`config.mk`:
```
export PLATFORM = sky130hd
export DESIGN_NAME = fifo_get_unpacker_flat
export DESIGN_NICKNAME = d
export VERILOG_FILES = /design/src/rtl/fifo_get_unpacker_if.sv /design/src/rtl/fifo_get_unpacker.sv /design/src/flat_wrapper.sv
export SDC_FILE = /design/constraint.sdc
export NUM_CORES = 1
export LEC_CHECK = 0
export BUFFER_PORTS_ARGS = -buffer_cell sky130_fd_sc_hd__buf_4
export CORE_MARGIN = 2
export CORE_UTILIZATION = 30
export DETAILED_ROUTE_END_ITERATION = 8
export GPL_TIMING_DRIVEN = 0
export SLEW_MARGIN = 20
export SYNTH_ARGS = -nofsm -noshare
export SYNTH_HDL_FRONTEND = slang
export SYNTH_SLANG_ARGS = --single-unit
```
`constraint.sdc`:
```
create_clock -name clk_get -period 1.8 [get_ports clk_get]
set_input_delay 0.36 -clock clk_get [delete_from_list [all_inputs] [get_ports clk_get]]
set_output_delay 0.36 -clock clk_get [all_outputs]
set_load 0.01 [all_outputs]
```
`src/rtl/fifo_get_unpacker_if.sv`:
```
// fifo_get_unpacker_if: FIFO read port plus the serial sample stream.
// master = the unpacker (pops the FIFO, drives samples);
// slave  = the FIFO/downstream side (supplies words, accepts samples).
interface fifo_get_unpacker_if #(
   parameter int WORD_W   = 32,
   parameter int SAMPLE_W = 16
);
   logic                empty_out;
   logic [WORD_W-1:0]   data_get;
   logic                req_get;
   logic [SAMPLE_W-1:0] sample_out;
   logic                sample_valid;
   logic                sample_ready;
   logic                sample_ch;

   modport master (
      input  empty_out, data_get, sample_ready,
      output req_get, sample_out, sample_valid, sample_ch
   );

   modport slave (
      output empty_out, data_get, sample_ready,
      input  req_get, sample_out, sample_valid, sample_ch
   );
endinterface

```
`src/rtl/fifo_get_unpacker.sv`:
```
// fifo_get_unpacker: pops 32-bit packed stereo words from the FIFO read port
// and emits them as 16-bit samples, low half (left) first, then high half.
// Keeps a wrapping popped-word counter and a sticky underrun flag.
// Optional macro FIFO_UNPACK_CSUM_EN adds csum_out, the running XOR of every
// captured word.
module fifo_get_unpacker #(
   parameter int WORD_W   = 32,
   parameter int SAMPLE_W = 16,
   parameter int CNT_W    = 16
) (
   input  logic                 clk_get,
   input  logic                 reset,
   fifo_get_unpacker_if.master  bus,
   output logic [CNT_W-1:0]     word_count,
   output logic                 underrun
`ifdef FIFO_UNPACK_CSUM_EN
   ,
   output logic [WORD_W-1:0]    csum_out
`else
`endif
);

   // Number of halves of the current word still to be presented.
   localparam logic [1:0] HALVES_NONE = 2'd0;
   localparam logic [1:0] HALVES_HIGH = 2'd1;
   localparam logic [1:0] HALVES_BOTH = 2'd2;

   logic [1:0]        halves;
   logic              inflight;   // a pop was issued at the previous edge
   logic              started;    // at least one word has been captured
   logic [WORD_W-1:0] word;
   logic              pop;
   logic              accept;

   // Pop request and sample presentation decoded from the held state.
   always_comb begin
      bus.req_get = ~reset & ~bus.empty_out & ~inflight &
                    ((halves == HALVES_NONE) |
                     ((halves == HALVES_HIGH) & bus.sample_ready));
      bus.sample_valid = (halves != HALVES_NONE);
      bus.sample_ch    = (halves == HALVES_HIGH);
      // NOTE: the default arm assigns sample_out on every path, so no latch is inferred.
      case (halves)
         HALVES_BOTH: bus.sample_out = word[SAMPLE_W-1:0];
         HALVES_HIGH: bus.sample_out = word[WORD_W-1:SAMPLE_W];
         default:     bus.sample_out = '0;
      endcase
   end

   assign pop    = bus.req_get;
   assign accept = bus.sample_valid & bus.sample_ready;

   // Control state, counter and health flag; reset wins over capture.
   always_ff @(posedge clk_get) begin
      if (reset) begin
         halves     <= HALVES_NONE;
         inflight   <= 1'b0;
         started    <= 1'b0;
         word_count <= '0;
         underrun   <= 1'b0;
      end else begin
         // NOTE: non-blocking assignments so every branch reads pre-edge values.
         if (pop) begin
            inflight   <= 1'b1;
            word_count <= word_count + CNT_W'(1);
         end
         if (inflight) begin
            // halves is NONE in the capture cycle, so no accept can coincide.
            halves   <= HALVES_BOTH;
            inflight <= 1'b0;
            started  <= 1'b1;
         end else if (accept) begin
            halves <= halves - 2'd1;
         end
         // The fetch bubble is excluded through inflight.
         if (started & bus.sample_ready & ~bus.sample_valid & ~inflight &
             bus.empty_out) begin
            underrun <= 1'b1;
         end
      end
   end

   // Word holding register, loaded one edge after each pop.
   // NOTE: not reset on purpose; sample_out is forced to 0 whenever halves is NONE.
   always_ff @(posedge clk_get) begin
      if (inflight) begin
         word <= bus.data_get;
      end
   end

`ifdef FIFO_UNPACK_CSUM_EN
   // Running XOR of captured words, comparable with the producer-side XOR.
   always_ff @(posedge clk_get) begin
      if (reset) begin
         csum_out <= '0;
      end else if (inflight) begin
         csum_out <= csum_out ^ bus.data_get;
      end
   end
`else
`endif

endmodule

```
`src/flat_wrapper.sv`:
```
// flat-port wrapper written by rule: the top's interface ports become plain ports
module fifo_get_unpacker_flat 
#(
   parameter int WORD_W   = 32,
   parameter int SAMPLE_W = 16,
   parameter int CNT_W    = 16
)
  (clk_get, reset, word_count, underrun, bus_empty_out, bus_data_get, bus_sample_ready, bus_req_get, bus_sample_out, bus_sample_valid, bus_sample_ch);
  fifo_get_unpacker_if #(.WORD_W(WORD_W), .SAMPLE_W(SAMPLE_W)) bus_i ();
  input  logic clk_get;
  input  logic reset;
  output logic [CNT_W-1:0] word_count;
  output logic underrun;
  input wire logic [$bits(bus_i.empty_out)-1:0] bus_empty_out;
  input wire logic [$bits(bus_i.data_get)-1:0] bus_data_get;
  input wire logic [$bits(bus_i.sample_ready)-1:0] bus_sample_ready;
  output wire logic [$bits(bus_i.req_get)-1:0] bus_req_get;
  output wire logic [$bits(bus_i.sample_out)-1:0] bus_sample_out;
  output wire logic [$bits(bus_i.sample_valid)-1:0] bus_sample_valid;
  output wire logic [$bits(bus_i.sample_ch)-1:0] bus_sample_ch;
  assign bus_i.empty_out = bus_empty_out;
  assign bus_i.data_get = bus_data_get;
  assign bus_i.sample_ready = bus_sample_ready;
  assign bus_req_get = bus_i.req_get;
  assign bus_sample_out = bus_i.sample_out;
  assign bus_sample_valid = bus_i.sample_valid;
  assign bus_sample_ch = bus_i.sample_ch;
  fifo_get_unpacker #(.WORD_W(WORD_W), .SAMPLE_W(SAMPLE_W), .CNT_W(CNT_W)) u_core (.clk_get(clk_get), .reset(reset), .bus(bus_i), .word_count(word_count), .underrun(underrun));
endmodule
```
==> results.md <==
Placed design:
- The pre-CTS setup slack is -0.382 ns.
- Including well taps, the total number of placed cells is 349.
- At the end of routability-driven placement, the weighted congestion stood at around 0.73.
- The HPWL after detailed placement is roughly 3400 um.
- The count of buffers from port buffering is 71.

Yosys:
- Of the post-synthesis cell area, the dominant cell type holds 0.434.
- The synthesized netlist occupies a cell area of about 0.0022 mm^2.
- The cell accounting for the most synthesized area is edfxtp_1.
- The cell count after synthesis is 179.
- The sequential cell area fraction in the yosys report is 0.624.
- After synthesis, the mean cell area works out to approximately 12 um^2.
- The simple-gate share of the synthesized area is 0.176.
- The portion of synthesized area spent on multiplexers is 0.00905.
- The main combinational cell family by area after synthesis is simple AND/OR/NAND/NOR gates.
- The share of the synthesized area in compound gates (AO/OA/AOI/OAI) is 0.114.
- The fraction of synthesized cell area in xor and xnor cells is 0.0198.
- The number of nets in the synthesized netlist is 220.
- The number of synthesized flops with an enable pin is 32.
- The number of warnings printed during yosys synthesis is 0.
- The async set-reset flop share out of synthesis is 0.
- The most common flop cell mapped by yosys is edfxtp_1.
- The most common cell in the synthesized netlist is edfxtp_1.
- The commonest cells after synthesis are edfxtp_1 (32), dfxtp_1 (21), a22oi_1 (16), nor2b_1 (16), a21oi_1 (11).
- Yosys mapped the design onto 36 distinct sky130hd cell types.
- By area the synthesized netlist is led by edfxtp_1 (43%), dfxtp_1 (19%), a22oi_1 (5.4%), nor2b_1 (4.5%), ha_1 (2.8%).
- Synthesis inferred between 50 and 60 register bits.
- Of the total synthesized cell area, the portion taken by full adders, half adders and majority gates is 0.0283.

Die:
- The width of the die is 89.9 um.
- The overall die height is roughly 90 um.
- After floorplanning, the core was divided into 31 placement rows.
- For this configuration, the core starts out at a cell density of 0.307.
- The placeable core area is a little over 0.007 mm^2.
- The die covers ~0.008 mm^2.
- The I/O pin total is 72.

Finish:
- The area added between synthesis and finish is 54.7%.
- The final-layout fill cell count is ~700.
- Leaving out filler cells and counting taps, the final layout contains ~370.
- The number of nets in the layout is approximately 310.
- The proportion of layout cells with a drive suffix above 1 is 0.547.
- The number of diodes added for antenna fixing is 0.

Clock network:
- The count of hold buffers inserted by post-cts repair is 0.
- The CTS root buffer is clkbuf_8.
- The tree built by TritonCTS fans out to 53 sinks.
- The H-tree generated during clock tree synthesis spans 2 levels.
- TritonCTS built the clock tree.
- Buffers inserted during clock tree synthesis total 5.
- The clock reaches the later pin of the worst-skew pair after approximately 0.3 ns.
- The clock transition time at the flip-flop clock pins of the worst setup and hold paths is roughly 0.090 ns.
- The clock passes through at most 2 buffers.

Status:
- The run finished, with violations left.
- The checks that failed: negative setup slack.

Power and ir drop:
- VDD sags by at most approximately 0.33 mV.
- For this design the ratio of total power to cell area is between 800 and 900 mW/mm^2.
- The analysis attributes to cell leakage a power of approximately 1.3 nW.

Timing:
- Setup repair after global routing could not meet its margin everywhere.
- Across all setup checks in the final design, the least slack found is -0.0603 ns.
- The final worst hold slack is 0.225 ns.
- Counting I/O delays and the setup requirement, the final critical path takes about 1.9 ns.
- In this run the tightest slew margin relative to its limit is 0.652.
- The final number of setup-violating endpoints is 9.
- Dividing the final minimum period by the clock period gives 1.03.
- The number of failing hold endpoints at the final stage is 0.
- For the pin with the worst max-slew slack, the measured transition is between 0.5 and 0.6 ns.
- Between clock sinks in the finished design, the worst skew comes to 0.00640 ns.
- The number of max-slew violations in the final report came to 0.
- Timing would allow up to 538 MHz.

Routing:
- The via-per-instance ratio is roughly 4.7.
- After detailed routing, the average wire length per cell comes to between 10 and 15 um.
- The first-pass iteration count of the detailed router is 4.
- The DRC marker count from the first detailed-route iteration is 39.
- Across all layers, the routed design uses 1,754 vias.
- For this run, design rule violations remaining after detail routing come to 0.
- The total detailed-routing wirelength is 5480 um.
- The count of nets left with antenna violations once routing finished came out at 0.

Worst hold path:
- The class of the worst hold path is input pin to register.
- The worst hold path startpoint is bus_data_get[7].

Critical path:
- The worst setup path is captured at an output pin.
- The maximum fanout count along the critical path is 5.
- The start of the worst register-to-register path is u_core.word_count[3].
- The element type at the critical path start is a register.
- STA puts the critical path data arrival time at approximately 1.5 ns.
- The required time of the critical path is 1.44 ns.
- Tracing the worst setup path back leads to its startpoint at u_core.halves[1].
- The class of the most critical setup path is register to output pin.

Global route:
- The number of global-route vias before repair is 1,642.
- The wire length of the first global-routing pass is 8510 um.
- The initial antenna violation count is 0.
- The global-route usage over all layers is 0.131.
- After global routing the overflow that remains totals 0.
- Entering global routing, the biggest net connects 21 pins.

Job:
- Max-cap violations in this run came to 0.
-- sequential cells by signal, summed over array words and instances (netlist names) --
signal             flops
u_core.halves          2
u_core.inflight        1
u_core.word_count     16
u_core.started         1
u_core.word           32
u_core.underrun        1
-- metal layers --
metal	GRT usage	up-vias	wire, um
met5	0	-	0
met4	0.0269	0	22
met3	0.0335	2	253
met2	0.233	52	2810
met1	0.162	848	2390
li1	-	852	-
-- cell usage in the layout, fill, tap and decap left out, drive strengths merged, types with 5 or more instances in the layout --
cell type  netlist  routed
buf              2      92
edfxtp          32      32
dfxtp           21      21
a22oi           16      16
nor2b           16      16
a21oi           11      11
nor2            10      10
clkbuf           7       9
nand3            7       7
o21ai            5       5
o31ai            5       5
or4              5       5
ha               5       5
inv              5       5
or3              5       5
-- per-stage QoR --
stage	cell area, um^2	setup TNS, ns	total power [mW]	utilization
final	3420	-0.152	2.93	0.474
after global routing	3420	-1.09	3.07	0.474
after CTS	3280	-0.409	2.86	0.455
after detailed placement	2870	-5.04	1.93	0.398
after global placement	2870	-4.19	1.92	0.398
after floorplan	2210	0	1.70	-
-- critical path, stage by stage, from the launching register on --
cell and delay (ns):
dfxtp_4 0.40, inv_6 0.05, ha_4 0.18, clkbuf_16 0.16, a22oi_2 0.22, nor2b_4 0.07
buf_6 0.12
-- layout make-up --
cell class	count	area (um^2)	share of cell area
inverter	5	28.8	0.00841
multi-input combinational	112	973	0.284
sequential	53	1400	0.408
buffer	7	91.3	0.0267
clock inverter	3	12.5	0.00366
tap	99	124	0.0362
timing repair buffer	89	728	0.213
clock buffer	5	68.8	0.0201
-- cell families after synthesis --
group,count (synthesis)
simple gates,61
fa+ha+maj,5
compound gates,39
buf+inv,14
xor+xnor,5
mux,2
flops,53
-- report_power, final --
group	total [mW]	switching, mW	leakage (nW)	internal [mW]
logic	0.856	0.356	0.745	0.499
registers	1.44	0.0614	0.469	1.38
clock network	0.631	0.368	0.0430	0.263
total	2.93	0.786	1.26	2.14
-- repair_timing --
item,4_1_cts,5_1_grt
gates resized for setup,50,30
gates cloned,3,0
setup endpoints to repair,28,22
buffers inserted,11,4
pin swaps,7,9
endpoints found under the hold margin,0,0
-- path summary, 6_finish.rpt --
kind | end | slack (ns) | cells after the start
worst min register to register | u_core.started | 0.48 | 2
worst max-delay path | bus_sample_out[13] | -0.06 | 6
worst max register to register | u_core.word_count[15] | 0.10 | 5
worst min-delay path | u_core.word[7] | 0.22 | 1
(Power assumes the default switching activity.)
